File: src/rtl/mmu_axi_burst_bridge.sv
// CPU-to-AXI4 bridge: translates kseg0/kseg1/mapped addresses and runs one INCR burst per request.
// Define MMU_BRIDGE_ERR_EN to add cpu_err (sticky bresp/rresp error flag, valid with cpu_done).
module mmu_axi_burst_bridge #(
  parameter int   ADDR_W = 32,
  parameter int   DATA_W = 32,
  parameter int   LEN_W  = 8,
  parameter logic AXI_ID = 1'b0
) (
  input  logic                clk,
  input  logic                reset,
  input  logic                cpu_req_valid,
  output logic                cpu_req_ready,
  input  logic                cpu_req_wr,
  input  logic [2:0]          cpu_req_size,
  input  logic [LEN_W-1:0]    cpu_req_len,
  input  logic [ADDR_W-1:0]   cpu_req_addr,
  input  logic [DATA_W-1:0]   cpu_wdata,
  input  logic [DATA_W/8-1:0] cpu_wstrb,
  input  logic                cpu_wvalid,
  output logic                cpu_wready,
  output logic [DATA_W-1:0]   cpu_rdata,
  output logic                cpu_rvalid,
  output logic                cpu_rlast,
  input  logic                cpu_rready,
  output logic                cpu_done,
`ifdef MMU_BRIDGE_ERR_EN
  output logic                cpu_err,
`endif
  output logic                m_awid,
  output logic [ADDR_W-1:0]   m_awaddr,
  output logic [LEN_W-1:0]    m_awlen,
  output logic [2:0]          m_awsize,
  output logic [1:0]          m_awburst,
  output logic [3:0]          m_awcache,
  output logic                m_awvalid,
  input  logic                m_awready,
  output logic [DATA_W-1:0]   m_wdata,
  output logic [DATA_W/8-1:0] m_wstrb,
  output logic                m_wlast,
  output logic                m_wvalid,
  input  logic                m_wready,
  input  logic                m_bid,
  input  logic [1:0]          m_bresp,
  input  logic                m_bvalid,
  output logic                m_bready,
  output logic                m_arid,
  output logic [ADDR_W-1:0]   m_araddr,
  output logic [LEN_W-1:0]    m_arlen,
  output logic [2:0]          m_arsize,
  output logic [1:0]          m_arburst,
  output logic [3:0]          m_arcache,
  output logic                m_arvalid,
  input  logic                m_arready,
  input  logic                m_rid,
  input  logic [DATA_W-1:0]   m_rdata,
  input  logic [1:0]          m_rresp,
  input  logic                m_rlast,
  input  logic                m_rvalid,
  output logic                m_rready
);
  typedef enum logic [2:0] {IDLE, RD_ADDR, RD_DATA, WR_DATA, WR_RESP} state_t;

  state_t              state_q, state_d;
  logic [ADDR_W-1:0]   addr_q, addr_d, xl_addr;
  logic [3:0]          cache_q, cache_d, xl_cache;
  logic [LEN_W-1:0]    len_q, len_d, beat_cnt_q, beat_cnt_d;
  logic [2:0]          size_q, size_d;
  logic                aw_done_q, aw_done_d, w_done_q, w_done_d;
  logic                accept, w_open, aw_hs, w_hs, w_last_hs, r_hs, r_last_hs, b_hs;

  assign accept    = cpu_req_valid & (state_q == IDLE);
  assign w_open    = (state_q == WR_DATA) & ~w_done_q;
  assign aw_hs     = m_awvalid & m_awready;
  assign w_hs      = m_wvalid & m_wready;
  assign w_last_hs = w_hs & m_wlast;
  assign r_hs      = (state_q == RD_DATA) & m_rvalid & cpu_rready;
  assign r_last_hs = r_hs & m_rlast;
  assign b_hs      = (state_q == WR_RESP) & m_bvalid;

  assign cpu_req_ready = (state_q == IDLE);
  assign m_arvalid     = (state_q == RD_ADDR);
  assign m_awvalid     = (state_q == WR_DATA) & ~aw_done_q;
  assign m_wvalid      = cpu_wvalid & w_open;
  assign cpu_wready    = m_wready & w_open;
  assign m_wlast       = w_open & (beat_cnt_q == len_q);
  assign m_wdata       = cpu_wdata;
  assign m_wstrb       = cpu_wstrb;
  assign m_bready      = (state_q == WR_RESP);
  assign m_rready      = (state_q == RD_DATA) & cpu_rready;
  assign cpu_rvalid    = (state_q == RD_DATA) & m_rvalid;
  assign cpu_rlast     = (state_q == RD_DATA) & m_rlast;
  assign cpu_rdata     = m_rdata;
  assign cpu_done      = r_last_hs | b_hs;

  assign m_awid = AXI_ID;  assign m_arid = AXI_ID;
  assign m_awaddr = addr_q; assign m_araddr = addr_q;
  assign m_awlen = len_q;   assign m_arlen = len_q;
  assign m_awsize = size_q; assign m_arsize = size_q;
  assign m_awburst = 2'b01; assign m_arburst = 2'b01;
  assign m_awcache = cache_q; assign m_arcache = cache_q;

  // kseg0 strips the top bit (cached), kseg1 strips three bits (uncached)
  always_comb begin
    xl_addr  = cpu_req_addr;
    xl_cache = 4'b1111;
    case (cpu_req_addr[31:29])
      3'b100:  xl_addr[31] = 1'b0;
      3'b101:  begin xl_addr[31:29] = 3'b000; xl_cache = 4'b0000; end
      default: ;
    endcase
  end

  always_comb begin
    state_d    = state_q;
    addr_d     = addr_q;
    cache_d    = cache_q;
    len_d      = len_q;
    size_d     = size_q;
    aw_done_d  = aw_done_q;
    w_done_d   = w_done_q;
    beat_cnt_d = beat_cnt_q;
    case (state_q)
      IDLE: if (accept) begin
        addr_d  = xl_addr;
        cache_d = xl_cache;
        len_d   = cpu_req_len;
        size_d  = cpu_req_size;
        state_d = cpu_req_wr ? WR_DATA : RD_ADDR;
      end
      RD_ADDR: if (m_arready) state_d = RD_DATA;
      RD_DATA: if (r_last_hs) state_d = IDLE;
      WR_DATA: begin
        if (aw_hs) aw_done_d = 1'b1;
        // the counter parks on len after the final beat so it never wraps
        if (w_hs & ~m_wlast) beat_cnt_d = beat_cnt_q + 1'b1;
        if (w_last_hs) w_done_d = 1'b1;
        if ((aw_done_q | aw_hs) & (w_done_q | w_last_hs)) begin
          state_d    = WR_RESP;
          aw_done_d  = 1'b0;
          w_done_d   = 1'b0;
          beat_cnt_d = '0;
        end
      end
      WR_RESP: if (m_bvalid) state_d = IDLE;
      default: state_d = IDLE;
    endcase
  end

  always_ff @(posedge clk or posedge reset) begin
    if (reset) begin
      state_q    <= IDLE;
      addr_q     <= '0;
      cache_q    <= '0;
      len_q      <= '0;
      size_q     <= '0;
      aw_done_q  <= 1'b0;
      w_done_q   <= 1'b0;
      beat_cnt_q <= '0;
    end else begin
      state_q    <= state_d;
      addr_q     <= addr_d;
      cache_q    <= cache_d;
      len_q      <= len_d;
      size_q     <= size_d;
      aw_done_q  <= aw_done_d;
      w_done_q   <= w_done_d;
      beat_cnt_q <= beat_cnt_d;
    end
  end

`ifdef MMU_BRIDGE_ERR_EN
  logic err_q, err_d, err_now;
  assign err_now = (r_hs & (m_rresp != 2'b00)) | (b_hs & (m_bresp != 2'b00));
  assign err_d   = accept ? 1'b0 : (err_q | err_now);
  assign cpu_err = err_q | err_now;
  always_ff @(posedge clk or posedge reset) begin
    if (reset) err_q <= 1'b0;
    else       err_q <= err_d;
  end
  logic unused_ok;
  assign unused_ok = ^{m_bid, m_rid};
`else
  logic unused_ok;
  assign unused_ok = ^{m_bid, m_rid, m_rresp, m_bresp};
`endif
endmodule

File: config.mk
export PLATFORM = sky130hd
export DESIGN_NAME = mmu_axi_burst_bridge
export DESIGN_NICKNAME = d
export VERILOG_FILES = /design/src/rtl/mmu_axi_burst_bridge.sv
export SDC_FILE = /design/constraint.sdc
export NUM_CORES = 1
export LEC_CHECK = 0
export ABC_AREA = 1
export BUFFER_PORTS_ARGS = -buffer_cell sky130_fd_sc_hd__buf_2
export CORE_AREA = 4 4 125 127
export CTS_CLUSTER_SIZE = 40
export DETAILED_ROUTE_END_ITERATION = 10
export DIE_AREA = 0 0 129 131
export MAX_ROUTING_LAYER = met4
export PLACE_DENSITY = 0.69
export SYNTH_ARGS = -nofsm -noshare
export SYNTH_HDL_FRONTEND = slang
export SYNTH_SLANG_ARGS = --single-unit
File: constraint.sdc
create_clock -name clk -period 1.6 [get_ports clk]
set_input_delay 0.16 -clock clk [delete_from_list [all_inputs] [get_ports clk]]
set_output_delay 0.16 -clock clk [all_outputs]
set_load 0.02 [all_outputs]
Yosys cells after proc, flatten, opt, wreduce, memory -nomap -nowiden. Cells that the tools add are included.

ROM bits: 0. Output and inout bits: 179. Bits in latches: 0. Word-level logic and storage cells: 70. Memories: 0. Flip-flop bits (word level): 60. RAM bits: 0. Bits of input ports: 129.

Eq/ne operators: 12. Reductions and logical operators: 10. Shift operators: 0. $mul: 0. Add/subtract/negate cells: 1. Mux-type cells: 16. Magnitude comparators: 0. Bitwise operators: 23. Divide/modulo/power cells: 0.

Operators by type and width (number): 1-bit AND (17); 8-bit two-way mux (2); 3-bit two-way mux (5); 3-bit case mux with 5 select lines (1); 3-bit equality test (second input constant) (3); 8-bit by 1-bit adder with 8-bit output (second input constant) (1); 8-bit equality test (1); 2-bit AND reduction (4); 3-bit by 2-bit equality test with 1-bit output (second input constant) (2); 2-bit by 1-bit != test with 1-bit output (second input constant) (3); 2-bit nonzero test (3); 1-bit two-way mux (5); 5-bit AND reduction (1); 2-bit two-way mux (2); 4-bit two-way mux (1); 2-bit != test (second input constant) (2); 3-bit by 1-bit equality test with 1-bit output (second input constant) (1); 3-bit logical NOT (1); 1-bit inverter (3); 1-bit OR (3); 2-bit OR reduction (1).

Depth between registers and ports, before layout. Gate-level depths: netlist of the first run.

Depth in word-level cells: 9. Gate-level depth with buffers: 13. Mapped depth without buffers: 13.

Worst setup path before layout of the first run. No wires, ideal clock.

Kind: register to output. From: register len_q[7] (netlist: m_arlen[7]). To: output port m_wlast. Slack: -0.068 ns. Path buffers: 0. Data required time: 1.440 ns. Arrival time: 1.508 ns. Cell stages (with the launch flop): 7. Cell sequence: dfrtp_1 -> inv_1 -> nand2_1 -> nand2_1 -> nor2_1 -> inv_1 -> nor4_1.

Longest elaborated chain between the ends: 2.

Ends and longest elaborated chain: start, declared (RTL line 66) `logic [LEN_W-1:0] len_q, len_d, beat_cnt_q, beat_cnt_d;`; start signal, assigned (RTL line 163) `len_q <= len_d;`; 8-bit equality test (RTL line 85) `assign m_wlast = w_open & (beat_cnt_q == len_q);`; 1-bit AND (RTL line 85); end, declared (RTL line 39) `output logic m_wlast,`.

Every way passes these cells.

Worst setup path in the final report of the first run.
From: register state_q[2]. To: output port m_wlast.

Longest elaborated chain between the ends: 3.

Ends and longest elaborated chain: start, declared (RTL line 63) `state_t state_q, state_d;`; start signal, assigned (RTL line 160) `state_q <= state_d;`; 3-bit by 2-bit equality test with 1-bit output (RTL line 72) `assign w_open = (state_q == WR_DATA) & ~w_done_q;`; 1-bit AND (RTL line 72); 1-bit AND (RTL line 85).

Every way passes these cells.

==> flow_summary.toml, run 1 <==
[die]
ios = 308
initial_utilization = 0.247
core_area_um2 = 14400
rows = 44
fp.dieW_um = 129
die_h_um = 131
fp.dieArea_um2 = 16900

[setup_path]
r2r_cells = 11
critPathSlowestCell = "dfrtp_1"
worstPathRequired_ps = 1440
critPathCaptureType = "output pin"
critPathArrivalTime_ps = 1590
r2r_end = "beat_cnt_q[2]"
path_class = "reg2out"
worst_r2r_startpoint = "state_q[2]"
cpPeakStageDelay_ps = 380
path_buf_inv = 3
rrSetupSlack_ps = -130
cp_max_fo = 3
crit_chain = "inv_2 -> nand2_2 -> nor2_4 -> nand2_4 -> buf_6 -> nor4_4 -> buf_4"
startpoint_type = "register"
cp_top_family = "simple AND/OR/NAND/NOR gates"

[logic_synthesis]
synth_compound_area_frac = 0.0239
synth_top_family_by_area = "buffers and inverters"
synth_area_um2 = 3560
avgSynthCellArea_um2 = 7.69
synth_edf_count = 0
netlist_top_cells_count = "nand2_1 (164), buf_4 (124), dfrtp_1 (57)"
ys.flop_type = "dfrtp_1"
synth_area_leaders = "dfrtp_1 (40%), buf_4 (26%), nand2_1 (17%)"
synth_adder_area_share = 0.00351
yosysMostFrequentCell = "nand2_1"
synth_top_cell_area_share = 0.401
synth-xor-area-share = 0.0172
synth.distinct_cells = 27
syn_inst = 463
synthArstFlopShare = 1.00
ys_ff_latch = 57
yosys_warnings = 0
synthMuxAreaShare = 0
synth-seq-area-share = 0.401
yosysTopAreaCell = "dfrtp_1"
yosys.area_share.simple = 0.238

[timing]
fin_crit_ps = 1750
clock_skew_ps = 4.81
drv_slew = 0
setup_viol = 16
fmax_mhz = 572
fin_ws_ps = -148
hold_violations = 0
rsz0062_at_grt = "yes"
fin_crit_sh = 1.09

[routing]
drc = 0
ant_nets = 0
routed_via_density = 3.93
dr.pass1.iters = 4
wirelength_um = 9340
drt_iter0_drc = 75
wl_met1_um = 3740
num_vias = 2873
wl_per_cell_um = 12.8
detailroute.wirelength.met2_um = 4170
routed.top_layer = "met4"
wl_met3_um = 1170

[clock_network]
numCtsBuffers = 9
cts.clk_slew.worst_paths_ps = 50
cts_root_buf = "clkbuf_16"
cts_tree = "built"
clkSinkCount = 57
clkLatencyLatePin_ps = 320
ctsLongestPathBuffers = 2
h-tree-depth = 3

[finish]
utilization = 0.307
areaGrowthSynthToFinish_pct = 24.6
fin_cells = 731
stdcell_area_um2 = 4430
drive_gt1_frac = 0.454
final_net_count = 669

[placed_design]
hpwl_um = 6860
place_ws_ps = -38.6
dpl_cell_area_um2 = 3810
dpl.cell_count = 695
place.gp.congestion = 0.770
numPortBuffers = 159

[status]
status = "complete, but fails checks"
failed_checks = "negative setup slack"

[global_route]
grt_max_degree = 58
grt_antenna_before_repair = 3
grt_pass1_vias = 2648
grt_pass1_wl_um = 13700
grtUsageTotal = 0.110
grt-ovfl-total = 0

[power]
leakagePower_uw = 0.00252
cellPowerDensity_nw_per_um2 = 2220
vdd_drop_max_v = 0.000738

[job]
maxCapViolCount = 0

[worst_hold_path]
min_delay_path_depth = 3
min_path_type = "in2reg"
hp-start = "cpu_req_addr[1]"
hold_path_end = "m_araddr[1]"
==> flip-flops by register name, summed over array words and instances, names as in the netlist <==
signal	flops
aw_done_q	1
beat_cnt_q	8
m_araddr	32
m_arcache	1
m_arlen	8
m_arsize	3
state_q	3
w_done_q	1
==> stage by stage <==
stage                     total power [uW]  TNS (ps)  hold WS (ps)
after floorplan                       6730         0           268
after global placement                7580      -299           244
after detailed placement              7640      -232           250
after CTS                             9840      -799          5.19
after global routing                 10600     -3080          9.77
final                                 9820     -1410          23.8
==> layer usage <==
| metal | track usage | vias to the layer above |
|---|---|---|
| li1 | - | 1418 |
| met1 | 0.125 | 1285 |
| met2 | 0.156 | 144 |
| met3 | 0.0638 | 26 |
| met4 | 0.0494 | 0 |
| met5 | - | - |
==> report_power, final <==
group	switching, uW	leakage [uW]	total, uW	internal, uW
Sequential	500	0.000714	2610	2110
Combinational	3490	0.00167	5450	1960
Clock	639	0.000139	1760	1120
==> layout by cell type, fill, tap and decap left out, types with 4 or more instances in the layout <==
cell / count
buf_2: 151
inv_2: 5
conb_1: 6
o21ai_0: 7
nand3_1: 6
nand3_2: 4
inv_1: 33
nand2_2: 4
clkbuf_16: 9
nand2_1: 159
buf_4: 31
nor2_4: 6
dfrtp_1: 56
nor2_2: 7
xor2_1: 4
nor2_1: 12
buf_6: 8
==> logic make-up (layout without fill, tap and decap cells) <==
family | after synthesis | in the layout
AO/OA/AOI/OAI | 14 | 14
XOR/XNOR | 7 | 7
adder cells (fa/ha/maj) | 1 | 1
buffers and inverters | 173 | 250
flip-flops | 57 | 57
other | 2 | 9
AND/OR/NAND/NOR | 209 | 209
==> final cells by class <==
| class | instances | area (um^2) |
|---|---|---|
| repair buffers | 194 | 1150 |
| inverters | 40 | 165 |
| diodes | 3 | 7.51 |
| fillers | 1550 | 9990 |
| flip-flops and latches | 57 | 1430 |
| multi-input cells | 237 | 1180 |
| clock inverters | 3 | 15.0 |
| clock buffers | 13 | 260 |
| well taps | 184 | 230 |
==> worst reg2reg max path, stage by stage (launching register included) <==
cell and delay, ps:
dfrtp_1 380, inv_2 70, nand2_2 60, nor2_4 120, nand2_4 70, buf_6 130
nor3_4 200, nand3_2 130, nand2_4 120, nand3_4 150, inv_8 140, nor2_1 60
==> what timing repair did <==
action | CTS | global route
hold buffers | 1 | 0
setup buffers | 14 | 3
endpoints found under the hold margin | 57 | 0
pin swaps | 9 | 13
setup endpoints to repair | 15 | 66
resized for setup | 33 | 27
==> worst max-delay path by stage <==
stage,startpoint,depth (start not counted),end
after floorplan,state_q[0],9,state_q[0]
after global placement,beat_cnt_q[7],11,beat_cnt_q[5]
after detailed placement,state_q[2],10,beat_cnt_q[5]
after CTS,m_arlen[3],4,m_wlast
after global routing,state_q[2],7,m_wlast
final,state_q[2],7,m_wlast
Power figures use the tool's default switching activity.
==> inputs of run 2 (changes only) <==
ABC_AREA = not set   (was 1)
CORE_AREA = 4 4 124 126   (was 4 4 125 127)
DIE_AREA = 0 0 128 130   (was 0 0 129 131)
PLACE_DENSITY = 0.7   (was 0.69)
==> flow_summary.toml, run 2 <==
[global_route]
grtUsageTotal = 0.103
grt-ovfl-total = 0
grt_antenna_before_repair = 0
grt_pass1_wl_um = 13000
grt_max_degree = 32
grt_pass1_vias = 2516

[finish]
areaGrowthSynthToFinish_pct = 39.3
final_net_count = 562
antenna_cells = 0
stdcell_area_um2 = 4930
largest_register_ffs = 32
drive_gt1_frac = 0.739
final_common_cell = "buf_2"
layout_common_cells = "buf_2 (152), dfrtp_1 (52), mux2_4 (41), buf_4 (39), buf_6 (15)"
nFillCells = 1462

[worst_hold_path]
min_path_type = "in2reg"
hp-start = "cpu_req_addr[11]"
min_delay_path_depth = 2
hold_path_end = "m_araddr[11]"

[die]
initial_utilization = 0.247
core_area_um2 = 14300
ios = 308
fp.dieArea_um2 = 16600
fp.dieW_um = 128
die_h_um = 130
rows = 44

[setup_path]
path_class = "reg2out"
r2r_end = "beat_cnt_q[3]"
crit_chain = "xor2_2 -> nor4_4 -> buf_4 -> nand2_4 -> nor3_4 -> buf_6"
critPathCaptureType = "output pin"
cp_top_family = "simple AND/OR/NAND/NOR gates"
cpPeakStageDelay_ps = 410
rrSetupSlack_ps = -160
critPathSlowestCell = "dfrtp_1"
worstPathRequired_ps = 1440
critPathArrivalTime_ps = 1710
startpoint_type = "register"
path_buf_inv = 2
worst_r2r_startpoint = "beat_cnt_q[4]"
r2r_cells = 7
cp_max_fo = 6

[clock_network]
clkSinkCount = 57
cts_root_buf = "clkbuf_16"
cts_tree = "built"
clkLatencyLatePin_ps = 330
h-tree-depth = 3
numCtsBuffers = 9
cts.clk_slew.worst_paths_ps = 50
ctsLongestPathBuffers = 2

[timing]
drv_slew = 0
fin_crit_sh = 1.17
setup_viol = 48
hold_violations = 0
rsz0062_at_grt = "yes"
worst_pin_slew_ps = 516
fin_crit_ps = 1870
slew_headroom = 0.652
setup_tns_ps = -2330
fin_ws_ps = -270
fmax_mhz = 535
clock_skew_ps = 6.54

[job]
maxCapViolCount = 0

[logic_synthesis]
yosys_warnings = 0
ys_ff_latch = 57
synth.distinct_cells = 40
yosysTopAreaCell = "dfrtp_1"
synth_top_cell_area_share = 0.403
synth_edf_count = 0
synth-seq-area-share = 0.403
synth_area_leaders = "dfrtp_1 (40%), buf_4 (27%), mux2_1 (9.9%)"
syn_inst = 333
avgSynthCellArea_um2 = 10.6
synthArstFlopShare = 1.00
synth_area_um2 = 3540
ys.flop_type = "dfrtp_1"
yosysMostFrequentCell = "buf_4"
netlist_top_cells_count = "buf_4 (125), dfrtp_1 (57), mux2_1 (31)"

[routing]
ant_nets = 0
drt_iter0_drc = 80
num_vias = 2585
wl_per_cell_um = 14.3
wirelength_um = 8870
dr.pass1.iters = 4
drc = 0
routed_via_density = 4.16

[placed_design]
numPortBuffers = 159
place.gp.congestion = 0.801
hpwl_um = 6130
dpl_cell_area_um2 = 3980
place_ws_ps = -240

[power]
vdd_drop_max_v = 0.000780
leakagePower_uw = 0.00241
cellPowerDensity_nw_per_um2 = 2220

[status]
failed_checks = "negative setup slack"
status = "complete, but fails checks"
-- run 2: cell types whose count changed in the layout (fill, tap and decap cells not counted), moves of 5 or more --
cell	delta
and2_4	+6
buf_6	+7
mux2_4	+41
xor2_2	+7
inv_1	-27
nand2_1	-156
inv_2	-5
buf_4	+8
-- run 2: cell type report --
cell class                      count  area, um^2  share of cell area
Sequential cell                    57        1430               0.291
Clock inverter                      1        7.51             0.00152
Clock buffer                       15         288              0.0584
Inverter                            8        37.5             0.00762
Timing Repair Buffer              217        1440               0.291
Tap cell                          184         230              0.0467
Multi-Input combinational cell    139        1500               0.304
-- run 2: timing repair --
action,4_1_cts,5_1_grt
endpoints found under the setup margin,35,66
gates cloned,3,1
endpoints found under the hold margin,57,0
buffers inserted,16,4
hold buffers,1,0
gates resized for setup,76,43
pin swaps,8,14
-- run 2: worst register-to-register path, delay by kind of cell, from the launching register on --
family | cells | cell delay, ps
AND/OR/NAND/NOR | 2 | 460
XOR/XNOR | 1 | 200
AO/OA/AOI/OAI | 2 | 300
flip-flops | 1 | 410
buffers and inverters | 2 | 300
-- run 2: through the flow --
step / total power, uW / std cells / hold slack (ps) / utilization
2_1_floorplan: 6910 / 337 / 247 / -
3_3_place_gp: 7770 / 585 / 284 / 0.278
3_5_place_dp: 7830 / 585 / 293 / 0.278
4_1_cts: 10800 / 620 / 38.7 / 0.334
5_1_grt: 11600 / 621 / 42.9 / 0.344
6_report: 10900 / 621 / 64.9 / 0.344
-- run 2: cells by family after synthesis --
group | Yosys count | synth area share
other | 2 | 0.00212
adder cells (fa/ha/maj) | 1 | 0.00354
AO/OA/AOI/OAI | 29 | 0.0559
AND/OR/NAND/NOR | 49 | 0.0870
buffers and inverters | 141 | 0.285
multiplexers | 43 | 0.136
XOR/XNOR | 11 | 0.0272
flip-flops | 57 | 0.403
-- run 2: where the power goes --
| group | total [uW] | internal (uW) | switching (uW) |
|---|---|---|---|
| clock | 1840 | 1220 | 624 |
| combinational | 6410 | 3010 | 3400 |
| sequential | 2680 | 2120 | 564 |
| total | 10900 | 6340 | 4580 |
-- run 2: worst max path at each step --
stage                  start            end  slack, ps  cells past startpoint
2_1_floorplan     state_q[0]     m_arlen[7]        -80                      6
3_3_place_gp      m_arlen[3]  beat_cnt_q[7]       -200                      7
4_1_cts           m_arlen[4]        m_wlast       -280                      6
3_5_place_dp      m_arlen[3]  beat_cnt_q[7]       -240                      7
5_1_grt        beat_cnt_q[7]        m_wlast       -370                      6
6_report       beat_cnt_q[4]        m_wlast       -270                      6
-- run 2: per-layer routing --
layer  vias up  GRT usage  share of wire
li1       1190          -              -
met1      1233      0.115           0.38
met2       134      0.168           0.51
met3        28     0.0315          0.084
met4         0     0.0499          0.022
met5         -          -              0
